$ cat src/rtl/simt_alu_pipe.sv
// Multi-lane SIMT ALU: one opcode applied across LANES masked lanes,
// with a two-stage valid/ready pipeline (operand stage, result stage).
module simt_alu_pipe #(
    parameter int unsigned WIDTH = 8,
    parameter int unsigned LANES = 4
) (
    input  logic                   clk,
    input  logic                   rst_n,
    input  logic                   in_valid,
    output logic                   in_ready,
    input  logic [3:0]             in_opcode,
    input  logic [LANES-1:0]       in_mask,
    input  logic [LANES*WIDTH-1:0] in_a,
    input  logic [LANES*WIDTH-1:0] in_b,
    output logic                   out_valid,
    input  logic                   out_ready,
    output logic [LANES*WIDTH-1:0] out_result,
    output logic [LANES-1:0]       out_zero,
    output logic                   out_all_zero,
    output logic [LANES-1:0]       out_mask,
    output logic                   out_illegal
);

    localparam int unsigned SHW = $clog2(WIDTH);

    localparam logic [3:0] OP_ADD  = 4'd0;
    localparam logic [3:0] OP_SUB  = 4'd1;
    localparam logic [3:0] OP_AND  = 4'd2;
    localparam logic [3:0] OP_OR   = 4'd3;
    localparam logic [3:0] OP_XOR  = 4'd4;
    localparam logic [3:0] OP_SLT  = 4'd5;
    localparam logic [3:0] OP_SLTU = 4'd6;
    localparam logic [3:0] OP_SLL  = 4'd7;
    localparam logic [3:0] OP_SRL  = 4'd8;
    localparam logic [3:0] OP_SRA  = 4'd9;
    localparam logic [3:0] OP_ADDS = 4'd10;
    localparam logic [3:0] OP_SUBS = 4'd11;
    localparam logic [3:0] OP_MIN  = 4'd12;
    localparam logic [3:0] OP_MAX  = 4'd13;

    logic                   s1_valid;
    logic [3:0]             s1_op;
    logic [LANES-1:0]       s1_mask;
    logic [LANES*WIDTH-1:0] s1_a;
    logic [LANES*WIDTH-1:0] s1_b;

    logic                   s2_valid;
    logic [LANES*WIDTH-1:0] s2_result;
    logic [LANES-1:0]       s2_zero;
    logic                   s2_all_zero;
    logic [LANES-1:0]       s2_mask;
    logic                   s2_illegal;

    logic                   s1_free;
    logic                   s2_free;
    logic [WIDTH-1:0]       lane;
    logic [LANES*WIDTH-1:0] alu_res;
    logic [LANES-1:0]       alu_zero;
    logic                   alu_all_zero;
    logic                   alu_illegal;

    // Single-lane operation; undefined opcodes produce 0.
    function automatic logic [WIDTH-1:0] lane_op(input logic [3:0] op,
                                                 input logic [WIDTH-1:0] a,
                                                 input logic [WIDTH-1:0] b);
        logic [WIDTH:0]   sum;
        logic [WIDTH:0]   dif;
        logic [SHW-1:0]   sh;
        logic             lt_s;
        logic [WIDTH-1:0] smax;
        logic [WIDTH-1:0] smin;
        logic [WIDTH-1:0] r;
        smax = {1'b0, {(WIDTH-1){1'b1}}};
        smin = {1'b1, {(WIDTH-1){1'b0}}};
        sum  = {a[WIDTH-1], a} + {b[WIDTH-1], b};
        dif  = {a[WIDTH-1], a} - {b[WIDTH-1], b};
        sh   = b[SHW-1:0];
        lt_s = $signed(a) < $signed(b);
        r    = '0;
        case (op)
            OP_ADD:  r = a + b;
            OP_SUB:  r = a - b;
            OP_AND:  r = a & b;
            OP_OR:   r = a | b;
            OP_XOR:  r = a ^ b;
            OP_SLT:  r = {{(WIDTH-1){1'b0}}, lt_s};
            OP_SLTU: r = {{(WIDTH-1){1'b0}}, (a < b)};
            OP_SLL:  r = a << sh;
            OP_SRL:  r = a >> sh;
            OP_SRA:  r = WIDTH'($signed(a) >>> sh);
            // Overflow shows as disagreement between the two top bits of the
            // extended result; the extension bit carries the true sign.
            OP_ADDS: r = (sum[WIDTH] != sum[WIDTH-1]) ? (sum[WIDTH] ? smin : smax)
                                                      : sum[WIDTH-1:0];
            OP_SUBS: r = (dif[WIDTH] != dif[WIDTH-1]) ? (dif[WIDTH] ? smin : smax)
                                                      : dif[WIDTH-1:0];
            OP_MIN:  r = lt_s ? a : b;
            OP_MAX:  r = lt_s ? b : a;
            default: r = '0;
        endcase
        return r;
    endfunction

    assign s2_free  = !s2_valid || out_ready;
    assign s1_free  = !s1_valid || s2_free;
    assign in_ready = s1_free;

    // Per-lane compute with mask gating and zero flags.
    always_comb begin
        lane         = '0;
        alu_res      = '0;
        alu_zero     = '0;
        alu_illegal  = (s1_op > OP_MAX);
        for (int i = 0; i < LANES; i++) begin
            lane = lane_op(s1_op, s1_a[i*WIDTH +: WIDTH], s1_b[i*WIDTH +: WIDTH]);
            if (!s1_mask[i]) begin
                lane = '0;
            end
            alu_res[i*WIDTH +: WIDTH] = lane;
            alu_zero[i]               = s1_mask[i] && (lane == '0);
        end
        alu_all_zero = &(alu_zero | ~s1_mask);
    end

    // Operand stage.
    always_ff @(posedge clk or negedge rst_n) begin
        if (!rst_n) begin
            s1_valid <= 1'b0;
            s1_op    <= '0;
            s1_mask  <= '0;
            s1_a     <= '0;
            s1_b     <= '0;
        end else if (s1_free) begin
            s1_valid <= in_valid;
            if (in_valid) begin
                s1_op   <= in_opcode;
                s1_mask <= in_mask;
                s1_a    <= in_a;
                s1_b    <= in_b;
            end
        end
    end

    // Result stage; drives the outputs directly.
    always_ff @(posedge clk or negedge rst_n) begin
        if (!rst_n) begin
            s2_valid    <= 1'b0;
            s2_result   <= '0;
            s2_zero     <= '0;
            s2_all_zero <= 1'b0;
            s2_mask     <= '0;
            s2_illegal  <= 1'b0;
        end else if (s2_free) begin
            s2_valid <= s1_valid;
            if (s1_valid) begin
                s2_result   <= alu_res;
                s2_zero     <= alu_zero;
                s2_all_zero <= alu_all_zero;
                s2_mask     <= s1_mask;
                s2_illegal  <= alu_illegal;
            end
        end
    end

    assign out_valid    = s2_valid;
    assign out_result   = s2_result;
    assign out_zero     = s2_zero;
    assign out_all_zero = s2_all_zero;
    assign out_mask     = s2_mask;
    assign out_illegal  = s2_illegal;

endmodule
$ cat config.mk
export PLATFORM = sky130hd
export DESIGN_NAME = simt_alu_pipe
export DESIGN_NICKNAME = d
export VERILOG_FILES = /design/src/rtl/simt_alu_pipe.sv
export SDC_FILE = /design/constraint.sdc
export NUM_CORES = 1
export LEC_CHECK = 0
export BUFFER_PORTS_ARGS = -buffer_cell sky130_fd_sc_hd__buf_4
export CAP_MARGIN = 20
export CORE_AREA = 2 2 155 157
export DETAILED_ROUTE_END_ITERATION = 10
export DIE_AREA = 0 0 157 159
export GPL_ROUTABILITY_DRIVEN = 1
export HOLD_SLACK_MARGIN = 0.1
export MAX_ROUTING_LAYER = met4
export PLACE_DENSITY = 0.81
export SYNTH_ARGS = -nofsm -noshare
export SYNTH_HDL_FRONTEND = slang
export SYNTH_SLANG_ARGS = --single-unit
$ cat constraint.sdc
create_clock -name clk -period 4.71 [get_ports clk]
set_clock_uncertainty 0.2 [all_clocks]
set_input_delay 0.2355 -clock clk [delete_from_list [all_inputs] [get_ports clk]]
set_output_delay 0.2355 -clock clk [all_outputs]
set_load 0.005 [all_outputs]
; Word level (Yosys, flattened, before mapping)
; Index checks and enable logic that the tools add are counted.
[word_totals]
out_inout_bits = 44
register_bits = 116
inputBits = 76
word_cells = 131
[op_classes]
muxes = 32
add_sub_neg = 16
reduce_logical = 16
bitwise = 14
shifts = 12
n_lt_le_gt_ge = 9
eq_ne = 21
[op_table]
columns = operator, n
row1 = case mux 8 bit (14 select lines), 4
row2 = 2-to-1 mux 8 bit, 28
row3 = less-than comparator 8 bit, 8
row4 = adder 8 x 8 -> 9 bit, 4
row5 = subtractor 8 x 8 -> 9 bit, 4
row6 = adder 8 bit, 4
row7 = bitwise AND 8 bit, 4
row8 = logical NOT 8 bit, 4
row9 = bitwise OR 8 bit, 4
row10 = << shifter 8 x 3 -> 8 bit, 4
row11 = right shift 8 x 3 -> 8 bit, 4
row12 = >>> shifter 8 x 3 -> 8 bit, 4
row13 = subtractor 8 bit, 4
row14 = XOR 8 bit, 4
row15 = "== test 4 bit, second input constant", 6
row16 = "== test 4 x 3 -> 1 bit, second input constant", 4
row17 = "== test 4 x 2 -> 1 bit, second input constant", 2
row18 = != test 1 bit, 8
row19 = "== test 4 x 1 -> 1 bit, second input constant", 1
row20 = "greater-than comparator 4 bit, second input constant", 1
row21 = logical AND 1 bit, 4
row22 = logical NOT 4 bit, 1
row23 = inverter 4 bit, 1
row24 = bitwise OR 4 bit, 1
row25 = other kinds (4), 7

; Longest topological paths before layout
[depth]
ltp_word = 9
ltp_mapped = 15

; Least setup slack after synthesis
; Ideal clock, no wire load.
[synth_timing]
path_kind = reg2reg
startpoint = reg s1_b[10]
endpoint = reg s2_all_zero (netlist: out_all_zero)
arrival_time_ns = 3.907
setup_ns = 0.103
path_slack_ns = 0.500
path_buffers = 2
stages_incl_launch_ff = 15
path_cell_list = dfrtp_1 clkbuf_1 clkinv_1 ha_1 buf_4 nor2_1 o311a_1 o311ai_4 mux2i_1 a222oi_1 nand3_1 o41ai_1 nand4bb_1 or4_1 o41ai_2
[synth_between]
elab_chain_len = 9
[synth_rtl]
columns = element, line_no
row1 = start: declaration, 45  ; logic [LANES*WIDTH-1:0] s1_b;
row2 = start signal: assignment, 139  ; s1_b <= in_b;
row3 = subtractor 8 x 8 -> 9 bit or adder 8 x 8 -> 9 bit (tied branches), "76, 75"
row4 = 2-to-1 mux 8 bit (tied with other cells), 95  ; OP_SUBS: r = (dif[WIDTH] != dif[WIDTH-1]) ? (dif[WIDTH] ? smin : smax)
row5 = 2-to-1 mux 8 bit (on tied branches), "95, 93"
row6 = case mux 8 bit (14 select lines) (*), 80  ; case (op)
row7 = 2-to-1 mux 8 bit (*), 116  ; if (!s1_mask[i]) begin
row8 = logical NOT 8 bit (*), 120  ; alu_zero[i] = s1_mask[i] && (lane == '0);
row9 = logical AND 1 bit (*), 120
row10 = bitwise OR 4 bit (*), 122  ; alu_all_zero = &(alu_zero | ~s1_mask);
row11 = AND reduction 4 bit (*), 122
row12 = end signal: assignment, 158  ; s2_all_zero <= alu_all_zero;
row13 = end: declaration, 50  ; logic s2_all_zero;
; Every way passes the cells marked *; elsewhere a longest branch is shown, timed or not.
; A chain may end at the register's enable or synchronous reset.

; Worst setup path after layout
[layout_timing]
startpoint = reg s1_b[12]
endpoint = reg s2_all_zero (netlist: out_all_zero)
; The elaborated chain is that of the path after synthesis.

==> summary.md <==
| Metric | Value |
|---|---|
| Status | complete, no violations |
| Pre-antenna DRT Iters | 6 |
| Leak pwr | approximately 7.6 nW |
| Starting Density | 0.614 |
| Main synth FF type | dfrtp_1 |
| Nets | 2110 |
| Arr. time, crit path | between 4000 and 5000 ps |
| Gr usage total | 0.477 |
| Top-Level Pins | between 100 and 150 |
| Fin. max-slew vios | 0 |
| Vias in the first global route | 15439 |
| Layout cells sized above 1 | 0.234 |
| Pre-CTS setup slack | ~38 ps |
| Starting DRC count in detailed routing | 2238 |
| Final Non-Filler Cells | ~2200 |
| Mean number of vias per cell | 7.10 |
| Buf+Inv Stages, Crit Path | 1 |
| Setup slack after layout | roughly 130 ps |
| Area after DPL | between 0.015 and 0.02 mm^2 |
| Crit-path cells | inv_1 -> ha_1 -> o211ai_1 -> o21ai_0 -> o221a_2 -> a21oi_1 -> a2111oi_1 -> nand3_1 -> o41ai_1 -> nand4bb_1 -> or4_1 -> o41ai_2 |
| FP Rows | 56 |
| Maximum vdd drop | approximately 0.00024 V |
| Final ANT Viol Nets | 0 |
| Root buf cell | clkbuf_16 |
| Die W | 157 um |
| Ys async rst share | 1.00 |
| Syn avg cell area | around 8.4 um^2 |
| Clock-pin transition on the worst setup and hold timing paths | 60 ps |
| Synth-to-Final Area Change | 22.7% |
| Count of cell types in the netlist | around 110 |
| Slowest stage delay, CP | approximately 600 ps |
| Final instance area | 0.0175 mm^2 |
| DRC | 0 |
| Synth Cell Area | 0.0142 mm^2 |
| Placed instance count | approximately 2100 |
| Area of the core | about 0.023 mm^2 |
| Final Hold Viols | 0 |
| RSZ-0062 raised after global routing | no |
| YS warnings | 0 |
| CP required | a little under 5000 ps |
| Post-Syn Nets | approximately 1900 |
| Clk sinks | 116 |
| CTS H-tree depth | 4 |
| Slew headroom | 0.187 |
| Flops & latches, synth | between 100 and 150 |
| DP Wirelength | around 43 mm |
| Max cap viols | 0 |
| Clock latency on the worst-skew pair | 430 ps |
| Crit path max-delay cell type | or4_1 |
| First-pass GRT wire length | ~90 mm |
| FF-to-FF Start | s1_b[12] |
| Die height | roughly 160 um |
| IO buf count | approximately 120 |
| EDFF count, synth | 0 |
| Average wire per standard cell | ~26 um |
| Routed via count | 15909 |
| Critical path fanouts, max | 8 |
| Fillers | ~1700 |
| Type of origin of the critical path | register |
| Overflow after GRT | 0 |
| Gate Count Post-Synth | roughly 1700 |
| Antenna violations before repair | 0 |
| Post-synthesis sequential area ratio | 0.204 |
| CP startpoint | s1_b[12] |
| PD cells | around 420 mW/mm^2 |
| Worst slew pin tran | ~1200 ps |
| Final setup vio count | 0 |
| WS Path Type | reg2reg |
| Largest net degree at the start of global routing | just under 80 |
| GP Congestion | ~1.1 |
| Period utilization | 0.972 |
| Fmax | 218 MHz |
| Final wirelength | roughly 60 mm |
| Hold Path Class | reg2reg |
| Critical Path Sink Type | register |
| Hold wc startpoint | out_result[8] |
| Area of the multi-input gates | approximately 0.011 mm^2 |
| Antenna cell count | 0 |
| Fin util | 0.754 |
| Setup tns final | 0 ps |
| Top delay family on crit path | compound AO/OA/AOI/OAI gates |
| CTS Buffer Depth | 2 |
| CTS tree | done |
| Crit path time final | around 4600 ps |
| Seq. cell area | 0.00291 mm^2 |
| Die Area | roughly 0.025 mm^2 |
| CTS Buf Count | 17 |
[cells in the final DEF, fill, tap and decap left out, types with 30 or more instances in the layout]
cell,Yosys,final
nand3_1,32,32
nand2_1,164,162
mux2_2,76,76
mux4_2,32,32
mux2i_1,31,31
inv_1,89,89
a22oi_1,30,30
buf_4,13,247
o21ai_0,112,111
ha_1,116,114
dfrtp_1,116,113
nand2b_1,35,35
a21oi_1,92,91
nor2_1,88,88
dlygate4sd3_1,0,77
xnor2_1,35,35
[flip-flops by register name, summed over array words and instances, names as in the netlist]
signal / cells
s1_op: 4
out_result: 32
s1_mask: 4
s1_valid: 1
out_zero: 4
out_all_zero: 1
s1_a: 32
out_mask: 4
s1_b: 32
out_valid: 1
out_illegal: 1
[cell usage after synthesis (9+ instances only)]
cell,n,area share
nor4_1,13,0.0057
buf_1,10,0.0026
nor3b_1,10,0.0053
o21bai_1,9,0.0047
o21ai_0,112,0.039
ha_1,116,0.10
nand2_1,164,0.043
a2111oi_0,16,0.0098
xnor2_1,35,0.022
and2_1,12,0.0053
dfrtp_1,116,0.20
nor2b_1,17,0.0075
nor3_1,28,0.0098
o211ai_1,27,0.014
clkbuf_1,81,0.021
a22oi_1,30,0.016
and3_1,15,0.0066
inv_1,89,0.023
buf_2,24,0.0084
a21o_1,14,0.0074
a31oi_1,20,0.0088
a211oi_1,24,0.013
o22ai_1,21,0.0092
mux2_2,76,0.060
o31ai_1,11,0.0058
mux4_2,32,0.051
mux2i_1,31,0.022
nand4_1,13,0.0057
o221ai_1,12,0.0074
nand2b_1,35,0.015
or3_1,15,0.0066
buf_4,13,0.0068
nand3_1,32,0.011
a221oi_1,15,0.0092
a21oi_1,92,0.032
nor2_1,88,0.023
o2111ai_1,9,0.0055
nand3b_1,10,0.0053
[power by group]
| part | total (mW) | switching (mW) | internal, mW |
|---|---|---|---|
| clock | 1.41 | 0.538 | 0.871 |
| combinational | 4.50 | 2.65 | 1.85 |
| sequential | 1.45 | 0.252 | 1.20 |
| total | 7.36 | 3.44 | 3.92 |
[per-stage QoR]
stage	total power [mW]	hold slack [ps]
after detailed placement	5.60	266
after floorplan	4.12	-260
after global placement	5.55	262
after global routing	7.65	304
final	7.36	280
after CTS	7.07	284
[repair_timing]
item,in CTS,in global routing
hold endpoints to repair,150,9
setup buffers,2,1
pin swaps,1,2
gates resized for setup,0,21
endpoints found under the setup margin,1,3
hold buffers,76,1
[area by class of cell]
type | count | area share
clock inverters | 9 | 0.00723
well taps | 319 | 0.0228
multi-input cells | 1355 | 0.603
clock buffers | 22 | 0.0271
flip-flops and latches | 116 | 0.166
inverters | 94 | 0.0202
repair buffers | 326 | 0.153
[metal layers]
metal | vias up | wire length, um | global-route usage
met3 | 320 | 7590 | 0.106
met2 | 1309 | 25600 | 0.699
met5 | - | 0 | -
met4 | 0 | 3700 | 0.228
li1 | 6818 | - | -
met1 | 7462 | 21900 | 0.623
[path summary, 6_finish.rpt]
check	end	slack [ps]	cells after the start
max reg2reg	out_all_zero	130	12
min reg2reg	out_result[8]	280	1
min in group asynchronous	out_result[12]	610	3
max	out_all_zero	130	12
max in group asynchronous	s1_b[29]	2870	4
min	out_result[8]	280	1
[logic make-up after synthesis]
family          synth area share
xor+xnor                  0.0264
buf+inv                   0.0659
fa+ha+maj                  0.114
compound gates             0.275
flops                      0.204
mux                        0.133
simple gates               0.181
(Power assumes the default switching activity.)
